==> src/rtl/regfile_wb_arbiter_if.sv <==
// Bundle of writeback, register-file write, forwarding and counter signals.
// The arbiter connects through the slave modport; the sources and the
// register file connect through the master modport.
interface regfile_wb_arbiter_if #(
   parameter int CNT_W = 16
);
   // writeback source 0 (pipeline WB stage)
   logic             i_wb0_valid;
   logic [4:0]       i_wb0_addr;
   logic [31:0]      i_wb0_data;
   logic             o_wb0_ready;
   // writeback source 1 (load/return unit)
   logic             i_wb1_valid;
   logic [4:0]       i_wb1_addr;
   logic [31:0]      i_wb1_data;
   logic             o_wb1_ready;
   // register-file write port
   logic             o_rd_wren;
   logic [4:0]       o_rd_addr;
   logic [31:0]      o_rd_data;
   // decode-stage forwarding
   logic [4:0]       i_rs1_addr;
   logic [4:0]       i_rs2_addr;
   logic             o_rs1_fwd_valid;
   logic             o_rs2_fwd_valid;
   logic [31:0]      o_rs1_fwd_data;
   logic [31:0]      o_rs2_fwd_data;
   // contention statistics
   logic             i_cnt_clr;
   logic [CNT_W-1:0] o_conflict_cnt;

   modport slave (
      input  i_wb0_valid, i_wb0_addr, i_wb0_data,
      input  i_wb1_valid, i_wb1_addr, i_wb1_data,
      input  i_rs1_addr, i_rs2_addr, i_cnt_clr,
      output o_wb0_ready, o_wb1_ready,
      output o_rd_wren, o_rd_addr, o_rd_data,
      output o_rs1_fwd_valid, o_rs2_fwd_valid,
      output o_rs1_fwd_data, o_rs2_fwd_data,
      output o_conflict_cnt
   );

   modport master (
      output i_wb0_valid, i_wb0_addr, i_wb0_data,
      output i_wb1_valid, i_wb1_addr, i_wb1_data,
      output i_rs1_addr, i_rs2_addr, i_cnt_clr,
      input  o_wb0_ready, o_wb1_ready,
      input  o_rd_wren, o_rd_addr, o_rd_data,
      input  o_rs1_fwd_valid, o_rs2_fwd_valid,
      input  o_rs1_fwd_data, o_rs2_fwd_data,
      input  o_conflict_cnt
   );
endinterface

==> src/rtl/regfile_wb_arbiter.sv <==
// Write-port arbiter for the 32x32 integer register file.
// Two writeback sources share one write port. One non-x0 write is granted
// per cycle into a registered output stage; x0 writes are acknowledged
// immediately and dropped. The staged write is forwarded to the decode
// read ports, and refused cycles are counted in a saturating counter.
module regfile_wb_arbiter #(
   parameter bit RR_EN = 1'b1,
   parameter int CNT_W = 16
) (
   input logic                  i_clk,
   input logic                  i_rst_n,
   regfile_wb_arbiter_if.slave  bus
);

   // Which source wins the next contended cycle.
   typedef enum logic {
      PTR_WB0 = 1'b0,
      PTR_WB1 = 1'b1
   } rr_ptr_t;

   rr_ptr_t          rr_ptr_q, rr_ptr_d;
   logic             wren_q, wren_d;
   logic [4:0]       addr_q, addr_d;
   logic [31:0]      data_q, data_d;
   logic [CNT_W-1:0] cnt_q, cnt_d;

   logic wb0_x0, wb1_x0;
   logic wb0_req, wb1_req;
   logic prefer0;
   logic win0, win1;
   logic stall;

   // Grant decision: depends only on valid/addr and the pointer, never on data.
   always_comb begin
      wb0_x0  = bus.i_wb0_valid & (bus.i_wb0_addr == 5'd0);
      wb1_x0  = bus.i_wb1_valid & (bus.i_wb1_addr == 5'd0);
      wb0_req = bus.i_wb0_valid & (bus.i_wb0_addr != 5'd0);
      wb1_req = bus.i_wb1_valid & (bus.i_wb1_addr != 5'd0);
      // Without round-robin source 0 always has priority.
      prefer0 = (RR_EN == 1'b0) || (rr_ptr_q == PTR_WB0);
      win0    = wb0_req & (~wb1_req | prefer0);
      win1    = wb1_req & ~win0;
      // At most one source can be refused in a cycle.
      stall   = (wb0_req & ~win0) | (wb1_req & ~win1);
   end

   // Ready is forced low while reset is held so no source believes it transferred.
   assign bus.o_wb0_ready = i_rst_n & (wb0_x0 | win0);
   assign bus.o_wb1_ready = i_rst_n & (wb1_x0 | win1);

   // Next-state for pointer, output stage and contention counter.
   always_comb begin
      rr_ptr_d = rr_ptr_q;
      wren_d   = 1'b0;
      addr_d   = addr_q;
      data_d   = data_q;
      cnt_d    = cnt_q;

      if (win0) begin
         rr_ptr_d = PTR_WB1;
         wren_d   = 1'b1;
         addr_d   = bus.i_wb0_addr;
         data_d   = bus.i_wb0_data;
      end else if (win1) begin
         rr_ptr_d = PTR_WB0;
         wren_d   = 1'b1;
         addr_d   = bus.i_wb1_addr;
         data_d   = bus.i_wb1_data;
      end

      // Clear beats increment; increment stops at all ones.
      if (bus.i_cnt_clr) begin
         cnt_d = '0;
      end else if (stall && (cnt_q != {CNT_W{1'b1}})) begin
         cnt_d = cnt_q + CNT_W'(1);
      end
   end

   // State registers; reset discards any staged write.
   always_ff @(posedge i_clk or negedge i_rst_n) begin
      if (!i_rst_n) begin
         rr_ptr_q <= PTR_WB0;
         wren_q   <= 1'b0;
         addr_q   <= 5'd0;
         data_q   <= 32'd0;
         cnt_q    <= '0;
      end else begin
         rr_ptr_q <= rr_ptr_d;
         wren_q   <= wren_d;
         addr_q   <= addr_d;
         data_q   <= data_d;
         cnt_q    <= cnt_d;
      end
   end

   assign bus.o_rd_wren      = wren_q;
   assign bus.o_rd_addr      = addr_q;
   assign bus.o_rd_data      = data_q;
   assign bus.o_conflict_cnt = cnt_q;

   // Forward the staged write for the cycle before the register file holds it.
   assign bus.o_rs1_fwd_valid = wren_q & (bus.i_rs1_addr == addr_q) & (bus.i_rs1_addr != 5'd0);
   assign bus.o_rs2_fwd_valid = wren_q & (bus.i_rs2_addr == addr_q) & (bus.i_rs2_addr != 5'd0);
   assign bus.o_rs1_fwd_data  = data_q;
   assign bus.o_rs2_fwd_data  = data_q;

endmodule
==> src/flat_wrapper.sv <==
// flat-port wrapper written by rule: the top's interface ports become plain ports
module regfile_wb_arbiter_flat 
#(
   parameter bit RR_EN = 1'b1,
   parameter int CNT_W = 16
)
  (i_clk, i_rst_n, bus_i_wb0_valid, bus_i_wb0_addr, bus_i_wb0_data, bus_i_wb1_valid, bus_i_wb1_addr, bus_i_wb1_data, bus_i_rs1_addr, bus_i_rs2_addr, bus_i_cnt_clr, bus_o_wb0_ready, bus_o_wb1_ready, bus_o_rd_wren, bus_o_rd_addr, bus_o_rd_data, bus_o_rs1_fwd_valid, bus_o_rs2_fwd_valid, bus_o_rs1_fwd_data, bus_o_rs2_fwd_data, bus_o_conflict_cnt);
  regfile_wb_arbiter_if #(.CNT_W(CNT_W)) bus_i ();
  input logic i_clk;
  input logic i_rst_n;
  input wire logic [$bits(bus_i.i_wb0_valid)-1:0] bus_i_wb0_valid;
  input wire logic [$bits(bus_i.i_wb0_addr)-1:0] bus_i_wb0_addr;
  input wire logic [$bits(bus_i.i_wb0_data)-1:0] bus_i_wb0_data;
  input wire logic [$bits(bus_i.i_wb1_valid)-1:0] bus_i_wb1_valid;
  input wire logic [$bits(bus_i.i_wb1_addr)-1:0] bus_i_wb1_addr;
  input wire logic [$bits(bus_i.i_wb1_data)-1:0] bus_i_wb1_data;
  input wire logic [$bits(bus_i.i_rs1_addr)-1:0] bus_i_rs1_addr;
  input wire logic [$bits(bus_i.i_rs2_addr)-1:0] bus_i_rs2_addr;
  input wire logic [$bits(bus_i.i_cnt_clr)-1:0] bus_i_cnt_clr;
  output wire logic [$bits(bus_i.o_wb0_ready)-1:0] bus_o_wb0_ready;
  output wire logic [$bits(bus_i.o_wb1_ready)-1:0] bus_o_wb1_ready;
  output wire logic [$bits(bus_i.o_rd_wren)-1:0] bus_o_rd_wren;
  output wire logic [$bits(bus_i.o_rd_addr)-1:0] bus_o_rd_addr;
  output wire logic [$bits(bus_i.o_rd_data)-1:0] bus_o_rd_data;
  output wire logic [$bits(bus_i.o_rs1_fwd_valid)-1:0] bus_o_rs1_fwd_valid;
  output wire logic [$bits(bus_i.o_rs2_fwd_valid)-1:0] bus_o_rs2_fwd_valid;
  output wire logic [$bits(bus_i.o_rs1_fwd_data)-1:0] bus_o_rs1_fwd_data;
  output wire logic [$bits(bus_i.o_rs2_fwd_data)-1:0] bus_o_rs2_fwd_data;
  output wire logic [$bits(bus_i.o_conflict_cnt)-1:0] bus_o_conflict_cnt;
  assign bus_i.i_wb0_valid = bus_i_wb0_valid;
  assign bus_i.i_wb0_addr = bus_i_wb0_addr;
  assign bus_i.i_wb0_data = bus_i_wb0_data;
  assign bus_i.i_wb1_valid = bus_i_wb1_valid;
  assign bus_i.i_wb1_addr = bus_i_wb1_addr;
  assign bus_i.i_wb1_data = bus_i_wb1_data;
  assign bus_i.i_rs1_addr = bus_i_rs1_addr;
  assign bus_i.i_rs2_addr = bus_i_rs2_addr;
  assign bus_i.i_cnt_clr = bus_i_cnt_clr;
  assign bus_o_wb0_ready = bus_i.o_wb0_ready;
  assign bus_o_wb1_ready = bus_i.o_wb1_ready;
  assign bus_o_rd_wren = bus_i.o_rd_wren;
  assign bus_o_rd_addr = bus_i.o_rd_addr;
  assign bus_o_rd_data = bus_i.o_rd_data;
  assign bus_o_rs1_fwd_valid = bus_i.o_rs1_fwd_valid;
  assign bus_o_rs2_fwd_valid = bus_i.o_rs2_fwd_valid;
  assign bus_o_rs1_fwd_data = bus_i.o_rs1_fwd_data;
  assign bus_o_rs2_fwd_data = bus_i.o_rs2_fwd_data;
  assign bus_o_conflict_cnt = bus_i.o_conflict_cnt;
  regfile_wb_arbiter #(.RR_EN(RR_EN), .CNT_W(CNT_W)) u_core (.i_clk(i_clk), .i_rst_n(i_rst_n), .bus(bus_i));
endmodule
==> config.mk <==
export PLATFORM = sky130hd
export DESIGN_NAME = regfile_wb_arbiter_flat
export DESIGN_NICKNAME = d
export VERILOG_FILES = /design/src/rtl/regfile_wb_arbiter_if.sv /design/src/rtl/regfile_wb_arbiter.sv /design/src/flat_wrapper.sv
export SDC_FILE = /design/constraint.sdc
export NUM_CORES = 1
export LEC_CHECK = 0
export ABC_CLOCK_PERIOD_IN_PS = 3100
export BUFFER_PORTS_ARGS = -buffer_cell sky130_fd_sc_hd__buf_4
export CAP_MARGIN = 20
export CORE_MARGIN = 4
export CORE_UTILIZATION = 42
export DETAILED_ROUTE_END_ITERATION = 7
export PLACE_DENSITY = 0.81
export SETUP_SLACK_MARGIN = 0.5
export SYNTH_ARGS = -nofsm -noshare
export SYNTH_HDL_FRONTEND = slang
export SYNTH_SLANG_ARGS = --single-unit
export TNS_END_PERCENT = 10
==> constraint.sdc <==
create_clock -name i_clk -period 3.1 [get_ports i_clk]
set_input_delay 0.93 -clock i_clk [delete_from_list [all_inputs] [get_ports i_clk]]
set_output_delay 0.93 -clock i_clk [all_outputs]
set_load 0.05 [all_outputs]
==> impl_summary.txt, run 1 <==
----------------------------------------------------
[Logic synthesis]
  Top cell type's share of synthesized area ... a little over two fifths
  Sequential cell area fraction in the yosys report ... ~44%
  Nets in the synthesized netlist ... approximately 440
  Count of yosys warnings during synthesis ... 0
  Register bit count reported by yosys ... 55
  Synthesized cell area ... 0.00315 sq mm
  Synth cell types ... 41
  Library cell with the largest summed area after synthesis ... dfrtp_1
  Count of mapped cells out of synthesis ... ~350
  Dominant cells by area after synthesis ... dfrtp_1, buf_4, nor2_1
  Mean cell area of the mapped netlist ... 8.96 sq um

[Clocking]
  Clock root buffer ... clkbuf_8
  Number of buffers on the longest clock path ... 2
  Clock edge transition at the registers on the reported setup and hold paths ... ~90 ps
  Clock latency of the later-clocked register in the worst-skew pair ... slightly above 300 ps
  Quantity of hold-fixing buffers added after cts ... 0
  Number of buffers inserted during clock tree synthesis ... 5
  Number of clock sinks seen by CTS ... 55
  # H-tree levels ... 2
  TritonCTS clock tree ... built

[Route]
  Mean routed wirelength per cell ... between 15 and 20 microns
  Vias ... 3010
  Detailed-route vias per instance ... between 5 and 6
  Count of TritonRoute iterations in the first routing pass ... 5
  Routed wire length ... between 9000 and 10000 microns
  Initial DRC Count ... 74
  DRT antenna net count ... 0
  Residual DRC count ... 0

[Worst setup path]
  Endpoint arrival time on the critical path ... 2200 ps
  Depth of the worst register-to-register path ... 6
  Largest driver fanout on the critical path ... 2
  Worst Path Class, Setup ... input pin to output port
  Cell Chain, Critical Path ... buf_6 -> or4_4 -> o21a_1 -> o211ai_1 -> and3_4 -> buf_8
  Delay of the slowest cell on the worst path ... 540 ps
  Critical path required time ... about 2200 ps
  Critical-path cell with the highest stage delay ... or4_4
  Startpoint type of the worst setup path ... input pin
  Nature of the critical path endpoint ... output port

[Final layout]
  Layout overhead on the synthesized area ... 45.9%
  Count of inserted antenna diode cells ... 0
  Final Cell Area ... ~0.0046 sq mm
  Most frequent cells in the layout ... buf_4, nor2_1, dfrtp_1
  Layout cells sized above 1 ... around half
  Filler instances ... about 600
  Number of nets in the layout ... about 590
  Most common cell after layout, fill and taps aside ... buf_4

[Place]
  Area post-placement ... ~0.0044 sq mm
  RePlAce Congestion ... between 0.8 and 0.9
  Post-detailed-placement half-perimeter wirelength ... around 7600 microns
  Count of buffers from port buffering ... 210

[Global routing]
  Initial antenna violation count ... 0
  First-pass GRT wire length ... around 14000 microns
  Largest net degree at the start of global routing ... 56
  GR Overflow Total ... 0
  Vias in the first global route ... 2938
  All-layer global routing usage ... 20.0%

[STA]
  Relative max-transition margin ... approximately 54%
  Final count of negative-setup-slack endpoints ... 1
  Fraction of the cycle the final worst path needs ... 101%
  Max Clock Skew ... 10.3 ps
  Highest attainable clock frequency ... about 320 MHz
  Least-Margin Pin Slew ... 691 ps
  Minimum hold slack ... between 500 and 600 ps
  Pins Over Slew Limit ... 0
  Post-route minimum period ... 3130 ps
  Final hold vios ... 0
  Min setup slack post-route ... -28.3 ps
  Setup repair after global routing missed its margin ... true

[Die]
  Horizontal die dimension ... approximately 95 microns
  Die span in y ... 94.5 microns
  Initial Util ... 43.4%
  DIE AREA ... 0.00894 sq mm
  IO Count ... around 210
  Placeable core region ... slightly above 0.007 sq mm
  Std-Cell Rows ... 31

[Power]
  Leakage power ... 2.18 nW
  IR drop worst, VDD ... 0.259 mV
  Power density over the cells ... about 580 mW/mm^2

[Hold path]
  Worst Hold Path Cells ... 2
  Hold/Removal Path Class ... flop to flop

[Outcome]
  Failing checks ... negative setup slack
  Status ... complete, but fails checks

[Run]
  Max-cap violation count ... 0

----------------------------------------------------
-- report_power, final --
part           switching (mW)  internal, mW  leakage [nW]
Combinational           0.880         0.389          1.46
Clock                   0.234         0.262        0.0612
Sequential             0.0932         0.786         0.658
-- kinds of logic after synthesis --
kind of cell	count (synthesis)	share of synthesized area (%)
muxes	3	0.994
DFF	55	43.8
adders and majority gates	1	0.398
AOI/OAI and AO/OA	65	13.8
xor gates and xnor gates	16	4.46
and+or+nand+nor	128	18.1
buffers and inverters	83	18.5
-- Yosys cell counts --
cell,n
a2111o_1,1
a2111oi_0,6
a211oi_2,1
a21o_1,1
a21oi_1,7
a31o_2,2
and2_1,1
and3_1,5
and4_1,2
and4_4,1
buf_1,1
buf_2,8
buf_4,65
buf_6,2
clkbuf_1,5
dfrtp_1,55
ha_1,1
inv_1,2
mux2_2,1
mux2i_1,2
nand2_1,7
nand2b_1,2
nand3_1,6
nand4_1,3
nor2_1,88
nor2b_1,1
nor3_1,4
nor4_1,1
nor4b_1,1
nor4bb_1,1
o211ai_1,1
o21a_1,1
o21ai_0,4
o21ai_1,1
o21ai_2,2
o22ai_1,37
o311a_1,1
or3_1,3
or4_1,2
xnor2_1,13
xor2_1,3
-- worst max-delay path: cells and delay by family --
kind	cells	cell delay, ps
AOI/OAI and AO/OA	2	280
and+or+nand+nor	2	750
buffers and inverters	2	230
-- metal layers --
metal / global-route usage, % / routed length [microns] / vias up
met2: 36.5 / 5080 / 146
met4: 3.13 / 114 / 0
met1: 24.2 / 3670 / 1410
li1: - / - / 1441
met5: 0 / 0 / -
met3: 4.78 / 924 / 13
-- metrics by stage --
step | util [%] | cells | power (mW) | TNS, ps | worst slack [ps]
global route | 63.3 | 597 | 2.75 | -56.2 | -56.2
CTS | 62.8 | 597 | 2.66 | -59.3 | -59.3
floorplan | - | 351 | 1.84 | 0 | 35.3
detailed placement | 60.5 | 588 | 2.15 | -261 | -157
global placement | 60.5 | 588 | 2.13 | -180 | -117
finish | 63.3 | 597 | 2.64 | -28.3 | -28.3
-- what timing repair did --
item                                    CTS  global route
endpoints found under the setup margin    4            26
gates resized for setup                  12             7
buffers inserted                          1             0
pin swaps                                 6             8
-- path summary, 6_finish.rpt --
kind                                              startpoint                             to  slack, ps
worst min-delay path                u_core.bus.o_rd_data[25]       u_core.bus.o_rd_data[25]        580
min in group asynchronous                            i_rst_n                u_core.rr_ptr_q        780
max in group asynchronous                            i_rst_n       u_core.bus.o_rd_data[11]       1860
worst max register to register  u_core.bus.o_conflict_cnt[0]  u_core.bus.o_conflict_cnt[12]        820
worst max-delay path                       bus_i_wb1_addr[0]                bus_o_wb0_ready        -30
worst min register to register      u_core.bus.o_rd_data[25]       u_core.bus.o_rd_data[25]        580
-- state kept, by name, indices dropped and copies added, names as in the netlist --
| signal | flops |
|---|---|
| u_core.bus.o_conflict_cnt | 16 |
| u_core.bus.o_rd_addr | 5 |
| u_core.bus.o_rd_data | 32 |
| u_core.bus.o_rd_wren | 1 |
| u_core.rr_ptr_q | 1 |
-- cell type report --
cell class,count,area [sq um],share of cell area [%]
Tap cell,99,124,2.70
Sequential cell,55,1380,30.0
Clock inverter,2,35.0,0.763
Multi-Input combinational cell,213,1250,27.3
Clock buffer,6,82.6,1.80
Timing Repair Buffer,220,1710,37.3
Inverter,2,7.51,0.164
No activity file was read; power rests on OpenSTA's default activity.
==> run 2: changes to the inputs <==
--- a/config.mk
+++ b/config.mk
@@ -12,6 +12,7 @@
 export CORE_UTILIZATION = 42
 export DETAILED_ROUTE_END_ITERATION = 7
 export PLACE_DENSITY = 0.81
+export RECOVER_POWER = 100
 export SETUP_SLACK_MARGIN = 0.5
 export SYNTH_ARGS = -nofsm -noshare
 export SYNTH_HDL_FRONTEND = slang
==> impl_summary.txt, run 2 (synthesized netlist as in run 1, its figures left out) <==
----------------------------------------------------
[Global routing]
  Largest net degree at the start of global routing ... 56 (unchanged)
  Initial antenna violation count ... 0 (unchanged)
  GR Overflow Total ... 0 (unchanged)
  All-layer global routing usage ... 20.0% (unchanged)
  Met2 capacity usage during global routing ... 36.5% (unchanged)
  Global-route layer with the greatest usage ... met2 (unchanged)
  First-pass GRT wire length ... 14300 microns (unchanged)
  Vias in the first global route ... 2938 (unchanged)
  Met1 global-route usage ... 24.2% (unchanged)
  Global Route met3 Usage ... 4.78% (unchanged)

[Die]
  Horizontal die dimension ... 94.5 microns (unchanged)
  Initial Util ... 43.4% (unchanged)
  IO Count ... 211 (unchanged)
  Die span in y ... 94.5 microns (unchanged)
  Std-Cell Rows ... 31 (unchanged)
  Placeable core region ... 0.00725 sq mm (unchanged)
  DIE AREA ... 0.00894 sq mm (unchanged)

[Final layout]
  Number of nets in the layout ... 587 (unchanged)
  Area used by sequential logic in the layout ... 0.00138 sq mm (unchanged)
  Most common cell after layout, fill and taps aside ... clkbuf_1 (was buf_4)
  Layout overhead on the synthesized area ... 31.6% (was 45.9%)
  Area of combinational cells with multiple inputs ... 0.00125 sq mm (unchanged)
  Count of inserted antenna diode cells ... 0 (unchanged)
  Max FFs per register ... 32 (unchanged)
  Most frequent cells in the layout ... clkbuf_1, buf_4, nor2_1 (was buf_4, nor2_1, dfrtp_1)
  Filler instances ... 755 (was 599)
  Layout cells sized above 1 ... 25.3% (was 49.2%)

[STA]
  Least-Margin Pin Slew ... 1360 ps (was 691 ps)
  Minimum hold slack ... 580 ps (was 584 ps)
  Pins Over Slew Limit ... 0 (unchanged)
  Post-route minimum period ... 3130 ps (about the same)
  Highest attainable clock frequency ... 319 MHz (was 320 MHz)
  Min setup slack post-route ... -29.9 ps (was -28.3 ps)
  Final hold vios ... 0 (unchanged)
  Setup repair after global routing missed its margin ... true (unchanged)
  Relative max-transition margin ... 9.01% (was 53.9%)
  Final count of negative-setup-slack endpoints ... 1 (unchanged)
  Fraction of the cycle the final worst path needs ... 101% (about the same)
  Max Clock Skew ... 11.9 ps (was 10.3 ps)

[Power]
  Leakage power ... 1.75 nW (was 2.18 nW)
  Proportion of power drawn by the clock network ... 20.0% (was 18.8%)
  P_int ... 1.28 mW (was 1.44 mW)
  Switching power summed over all nets ... 1.21 mW (about the same)
  Register share of total power ... 35.2% (was 33.3%)
  Sw Ratio ... 48.6% (was 45.7%)
  IR drop worst, VDD ... 0.244 mV (was 0.259 mV)
  Total design power ... 2.48 mW (was 2.64 mW)
  Power density over the cells ... 600 mW/mm^2 (was 576 mW/mm^2)
  Comb pwr share ... 44.8% (was 48.0%)

[Route]
  Routed wire length ... 9910 microns (was 9790 microns)
  Detailed-route vias per instance ... 5.03 (was 5.04)
  Initial DRC Count ... 78 (was 74)
  Residual DRC count ... 0 (unchanged)
  Vias ... 3002 (was 3010)
  Mean routed wirelength per cell ... 16.6 microns (was 16.4 microns)
  Count of TritonRoute iterations in the first routing pass ... 4 (was 5)
  DRT antenna net count ... 0 (unchanged)

[Clocking]
  Clock edge transition at the registers on the reported setup and hold paths ... 90 ps (about the same)
  Number of buffers inserted during clock tree synthesis ... 5 (unchanged)
  Number of clock sinks seen by CTS ... 55 (unchanged)
  Clock latency of the later-clocked register in the worst-skew pair ... 310 ps (about the same)
  TritonCTS clock tree ... built (unchanged)
  Quantity of hold-fixing buffers added after cts ... 0 (unchanged)
  # H-tree levels ... 2 (unchanged)
  Clock root buffer ... clkbuf_8 (unchanged)
  Number of buffers on the longest clock path ... 2 (unchanged)

[Worst setup path]
  Nature of the critical path endpoint ... output port (unchanged)
  Largest driver fanout on the critical path ... 2 (unchanged)
  Startpoint type of the worst setup path ... input pin (unchanged)
  Cell Chain, Critical Path ... buf_6 -> or4_4 -> o21a_1 -> o211ai_1 -> and3_4 -> buf_8 (unchanged)
  CP top delay family ... simple AND/OR/NAND/NOR gates (unchanged)
  Buf+Inv Stages, Crit Path ... 2 (unchanged)
  Worst Path Class, Setup ... input pin to output port (unchanged)
  Delay of the slowest cell on the worst path ... 540 ps (about the same)
  Endpoint arrival time on the critical path ... 2200 ps (about the same)
  Critical path required time ... 2170 ps (about the same)
  Critical-path cell with the highest stage delay ... or4_4 (unchanged)

[Outcome]
  Failing checks ... negative setup slack (unchanged)
  Status ... complete, but fails checks (unchanged)

[Place]
  RePlAce Congestion ... 0.803 (unchanged)
  Pre-CTS setup slack ... -157 ps (unchanged)
  Count of buffers from port buffering ... 210 (unchanged)
  Post-detailed-placement half-perimeter wirelength ... 7570 microns (unchanged)

[Hold path]
  Hold/Removal Path Class ... flop to flop (unchanged)

[Run]
  Max-cap violation count ... 0 (unchanged)

----------------------------------------------------
-- run 2: what timing repair did --
item                       4_1_cts  5_1_grt
gates resized for setup         12        7
setup endpoints to repair        4       26
pin swaps                        6        8
buffers inserted                 1        0
-- run 2: area by class of cell --
| cell class | count | area share, % |
|---|---|---|
| Clock inverter | 2 | 0.846 |
| Multi-Input combinational cell | 213 | 30.2 |
| Clock buffer | 6 | 1.99 |
| Tap cell | 99 | 2.99 |
| Sequential cell | 55 | 33.2 |
| Timing Repair Buffer | 220 | 30.5 |
| Inverter | 2 | 0.181 |
-- run 2: stage by stage --
step,area [sq um],util (%),setup TNS [ps],std cells
final,4140,57.1,-29.9,597
after global routing,4140,57.1,-56.2,597
after CTS,4560,62.8,-59.3,597
after detailed placement,4390,60.5,-261,588
after global placement,4390,60.5,-180,588
after floorplan,3180,-,0,351
-- run 2: tightest hold or removal path, delay by kind of cell, from the launching register on --
family	cells	cell delay (ps)
DFF	1	390
and+or+nand+nor	2	150
-- run 2: power groups by stage --
stage / Clock [mW] / Sequential, mW / Combinational (mW)
after detailed placement: 0 / 0.892 / 1.26
after CTS: 0.507 / 0.879 / 1.27
final: 0.496 / 0.875 / 1.11
after global routing: 0.534 / 0.887 / 1.16
after floorplan: 0 / 1.11 / 0.734
after global placement: 0 / 0.886 / 1.25
-- run 2: worst paths after layout --
check | startpoint | endpoint | slack [ps] | cells after the start
max | bus_i_wb1_addr[0] | bus_o_wb0_ready | -30 | 6
min | u_core.bus.o_rd_data[25] | u_core.bus.o_rd_data[25] | 580 | 2
max reg2reg | u_core.bus.o_conflict_cnt[0] | u_core.bus.o_conflict_cnt[12] | 810 | 6
min reg2reg | u_core.bus.o_rd_data[25] | u_core.bus.o_rd_data[25] | 580 | 2
max in group asynchronous | i_rst_n | u_core.bus.o_rd_data[29] | 1230 | 2
min in group asynchronous | i_rst_n | u_core.rr_ptr_q | 1030 | 2
-- run 2: metal layers --
layer	part of all wire [%]	up-vias
met5	0	-
met4	1.1	0
met3	8.5	14
met2	51	130
met1	39	1417
li1	-	1441
==> run 3: changes to the inputs <==
--- a/config.mk
+++ b/config.mk
@@ -5,13 +5,13 @@
 export SDC_FILE = /design/constraint.sdc
 export NUM_CORES = 1
 export LEC_CHECK = 0
+export ABC_AREA = 1
 export ABC_CLOCK_PERIOD_IN_PS = 3100
 export BUFFER_PORTS_ARGS = -buffer_cell sky130_fd_sc_hd__buf_4
-export CAP_MARGIN = 20
 export CORE_MARGIN = 4
-export CORE_UTILIZATION = 42
+export CORE_UTILIZATION = 45
 export DETAILED_ROUTE_END_ITERATION = 7
-export PLACE_DENSITY = 0.81
+export PLACE_DENSITY = 0.82
 export RECOVER_POWER = 100
 export SETUP_SLACK_MARGIN = 0.5
 export SYNTH_ARGS = -nofsm -noshare
==> impl_summary.txt, run 3 <==
----------------------------------------------------
[Logic synthesis]
  Synthesized cell area ... 0.00365 sq mm (was 0.00315 sq mm)
  Xor-xnor portion of the synthesized cell area ... 2.16% (was 4.46%)
  Library cell with the highest instance count after synthesis ... nand3_1 (was nor2_1)
  Library cell with the largest summed area after synthesis ... dfrtp_1 (unchanged)
  Mean cell area of the mapped netlist ... 7.66 sq um (was 8.96 sq um)
  Dominant combinational cell family by area after synthesis ... simple AND/OR/NAND/NOR gates (was buffers and inverters)
  Top cell type's share of synthesized area ... 37.7% (was 43.8%)
  Count of mapped cells out of synthesis ... 476 (was 351)
  Nets in the synthesized netlist ... 566 (was 441)
  Sequential cell area fraction in the yosys report ... 37.7% (was 43.8%)
  Share of synthesized registers carrying an async set or reset ... 100% (unchanged)
  Register bit count reported by yosys ... 55 (unchanged)
  EDFF count, synth ... 0 (unchanged)
  Count of yosys warnings during synthesis ... 0 (unchanged)
  Compound-cell area share of the yosys netlist ... 2.09% (was 13.8%)
  Multiplexer share of the synthesized area ... 0% (was 0.994%)
  Ranking of synthesized cells by instance count ... nand3_1, nand2_1, buf_4, dfrtp_1, nor2_1 (was nor2_1, buf_4, dfrtp_1, o22ai_1, xnor2_1)
  Flip-flop cell with the highest count after synthesis ... dfrtp_1 (unchanged)
  Simple-gate share of the synthesized area ... 38.2% (was 18.1%)
  Dominant cells by area after synthesis ... dfrtp_1, nand3_1, buf_4 (was dfrtp_1, buf_4, nor2_1)
  Synth cell types ... 32 (was 41)
  Adder and majority gate portion of the synthesized area ... 0.343% (was 0.398%)

[Clocking]
  Number of buffers on the longest clock path ... 2 (unchanged)
  Number of clock sinks seen by CTS ... 55 (unchanged)
  Clock root buffer ... clkbuf_8 (unchanged)
  # H-tree levels ... 2 (unchanged)
  Clock edge transition at the registers on the reported setup and hold paths ... 90 ps (about the same)
  TritonCTS clock tree ... built (unchanged)
  Quantity of hold-fixing buffers added after cts ... 0 (unchanged)
  Clock latency of the later-clocked register in the worst-skew pair ... 300 ps (was 310 ps)
  Number of buffers inserted during clock tree synthesis ... 5 (unchanged)

[STA]
  Final hold vios ... 0 (unchanged)
  Min setup slack post-route ... 157 ps (was -29.9 ps)
  Sum of negative setup slack ... 0 ps (was -29.9 ps)
  Relative max-transition margin ... 9.01% (about the same)
  Setup repair after global routing missed its margin ... true (unchanged)
  Max Clock Skew ... 5.42 ps (was 11.9 ps)
  Post-route minimum period ... 2940 ps (was 3130 ps)
  Final count of negative-setup-slack endpoints ... 0 (was 1)
  Least-Margin Pin Slew ... 1360 ps (about the same)
  Fraction of the cycle the final worst path needs ... 94.9% (was 101%)
  Pins Over Slew Limit ... 0 (unchanged)
  Highest attainable clock frequency ... 340 MHz (was 319 MHz)

[Final layout]
  Count of inserted antenna diode cells ... 0 (unchanged)
  Final Cell Area ... 0.00464 sq mm (was 0.00414 sq mm)
  Most frequent cells in the layout ... nand3_1, clkbuf_1, buf_4 (was clkbuf_1, buf_4, nor2_1)
  Layout overhead on the synthesized area ... 27.3% (was 31.6%)
  Most common cell after layout, fill and taps aside ... nand3_1 (was clkbuf_1)
  Number of nets in the layout ... 714 (was 587)
  Fin util ... 59.4% (was 57.1%)
  Max FFs per register ... 32 (unchanged)
  Layout cells sized above 1 ... 22.9% (was 25.3%)

[Global routing]
  All-layer global routing usage ... 24.0% (was 20.0%)
  Largest net degree at the start of global routing ... 56 (unchanged)
  GR Overflow Total ... 0 (unchanged)
  Vias in the first global route ... 3690 (was 2938)
  First-pass GRT wire length ... 19100 microns (was 14300 microns)
  Initial antenna violation count ... 0 (unchanged)

[Worst setup path]
  Depth of the worst register-to-register path ... 9 (was 6)
  Startpoint of the worst-slack reg-to-reg timing path ... u_core.rr_ptr_q (was u_core.bus.o_conflict_cnt[0])
  Nature of the critical path endpoint ... output port (unchanged)
  Minimum setup slack among reg-to-reg paths ... 890 ps (was 810 ps)
  Largest driver fanout on the critical path ... 2 (unchanged)
  Startpoint type of the worst setup path ... input pin (unchanged)
  Critical path required time ... 2170 ps (about the same)
  Worst Path Class, Setup ... input pin to output port (unchanged)
  Origin of the worst setup path ... bus_i_rs2_addr[1] (was bus_i_wb1_addr[0])
  Endpoint of the lowest-slack register-to-register path ... u_core.bus.o_rd_addr[0] (was u_core.bus.o_conflict_cnt[12])
  Endpoint arrival time on the critical path ... 2010 ps (was 2200 ps)

[Die]
  Placeable core region ... 0.00781 sq mm (was 0.00725 sq mm)
  Horizontal die dimension ... 98.0 microns (was 94.5 microns)
  Die span in y ... 98.0 microns (was 94.5 microns)
  IO Count ... 211 (unchanged)
  Initial Util ... 46.7% (was 43.4%)
  DIE AREA ... 0.00961 sq mm (was 0.00894 sq mm)
  Std-Cell Rows ... 32 (was 31)

[Power]
  Switching power summed over all nets ... 1.27 mW (was 1.21 mW)
  Proportion of power drawn by the clock network ... 18.2% (was 20.0%)
  P_int ... 1.27 mW (was 1.28 mW)
  Sw Ratio ... 50.0% (was 48.6%)
  Power density over the cells ... 547 mW/mm^2 (was 600 mW/mm^2)
  Register share of total power ... 34.5% (was 35.2%)
  IR drop worst, VDD ... 0.304 mV (was 0.244 mV)
  Leakage power ... 2.18 nW (was 1.75 nW)
  Comb pwr share ... 47.4% (was 44.8%)

[Route]
  Vias ... 3892 (was 3002)
  Detailed-route vias per instance ... 5.36 (was 5.03)
  Routed wire length ... 12600 microns (was 9910 microns)
  Count of TritonRoute iterations in the first routing pass ... 5 (was 4)
  Mean routed wirelength per cell ... 17.4 microns (was 16.6 microns)
  Initial DRC Count ... 187 (was 78)
  Residual DRC count ... 0 (unchanged)
  DRT antenna net count ... 0 (unchanged)

[Hold path]
  Hold endpoint ... u_core.bus.o_rd_data[8] (was u_core.bus.o_rd_data[25])
  Hold/Removal Path Class ... flop to flop (unchanged)
  Worst Hold Path Cells ... 2 (unchanged)
  Start point of the worst hold path ... u_core.bus.o_rd_data[8] (was u_core.bus.o_rd_data[25])

[Place]
  Pre-CTS setup slack ... 173 ps (was -157 ps)
  Post-detailed-placement half-perimeter wirelength ... 9080 microns (was 7570 microns)
  RePlAce Congestion ... 0.901 (was 0.803)
  Count of buffers from port buffering ... 210 (unchanged)
  Area post-placement ... 0.00481 sq mm (was 0.00439 sq mm)

[Run]
  Max-cap violation count ... 0 (unchanged)

[Outcome]
  Status ... completed (was complete, but fails checks)

----------------------------------------------------
==> run 3: cell types whose count changed in the layout (fill, tap and decap cells not counted), moves of 9 or more <==
cell      delta
o22ai_1     -36
nand3_1    +137
inv_1       +16
nand3b_1     +9
nand2_1     +83
nor2_1      -67
xnor2_1      -9
==> run 3: cell families (layout without fill, tap and decap cells) <==
| logic type | count (synthesis) | in the layout |
|---|---|---|
| AOI/OAI and AO/OA | 12 | 12 |
| buffers and inverters | 111 | 259 |
| xor gates and xnor gates | 9 | 9 |
| and+or+nand+nor | 288 | 288 |
| DFF | 55 | 55 |
| adders and majority gates | 1 | 1 |
==> run 3: worst max-delay path, stage by stage <==
cell	delay (ps)
buf_4	110
or2_4	220
a21oi_2	110
nand4_1	150
nor3_4	190
clkbuf_2	290
==> run 3: how the worst max path moves through the flow <==
stage,end,slack (ps)
floorplan,bus_o_wb1_ready,290
global placement,bus_o_wb1_ready,180
detailed placement,bus_o_wb1_ready,170
CTS,bus_o_wb1_ready,200
global route,bus_o_wb0_ready,100
finish,bus_o_rs2_fwd_valid,160
==> run 3: final cells by class <==
type	count	area, sq um
Timing Repair Buffer	228	1320
Clock buffer	6	72.6
Multi-Input combinational cell	310	1620
Fill cell	835	3170
Sequential cell	55	1380
Clock inverter	1	30.0
Inverter	24	96.3
Tap cell	102	128
==> run 3: per-stage QoR <==
| step | std cells | power (mW) | hold WS, ps |
|---|---|---|---|
| detailed placement | 706 | 2.21 | 542 |
| finish | 726 | 2.54 | 558 |
| CTS | 720 | 2.70 | 574 |
| floorplan | 476 | 1.90 | 513 |
| global placement | 706 | 2.19 | 534 |
| global route | 726 | 2.65 | 605 |
==> run 3: timing repair <==
action / CTS / global route
gates resized for setup: 11 / 16
pin swaps: 5 / 12
buffers inserted: 7 / 4
setup endpoints to repair: 4 / 41
gates cloned: 0 / 2
==> run 3: metal layers <==
metal | up-vias | global-route usage (%) | part of all wire, %
met5 | - | 0 | 0
met1 | 1879 | 30.9 | 39
li1 | 1812 | - | -
met3 | 18 | 5.14 | 8.7
met2 | 183 | 40.8 | 50
met4 | 0 | 6.50 | 1.7
==> run 3: power groups by stage <==
stage / Combinational, mW / Sequential [mW] / Clock [mW]
global placement: 1.31 / 0.887 / 0
CTS: 1.34 / 0.880 / 0.479
finish: 1.20 / 0.876 / 0.461
detailed placement: 1.32 / 0.893 / 0
floorplan: 0.790 / 1.11 / 0
global route: 1.26 / 0.891 / 0.500
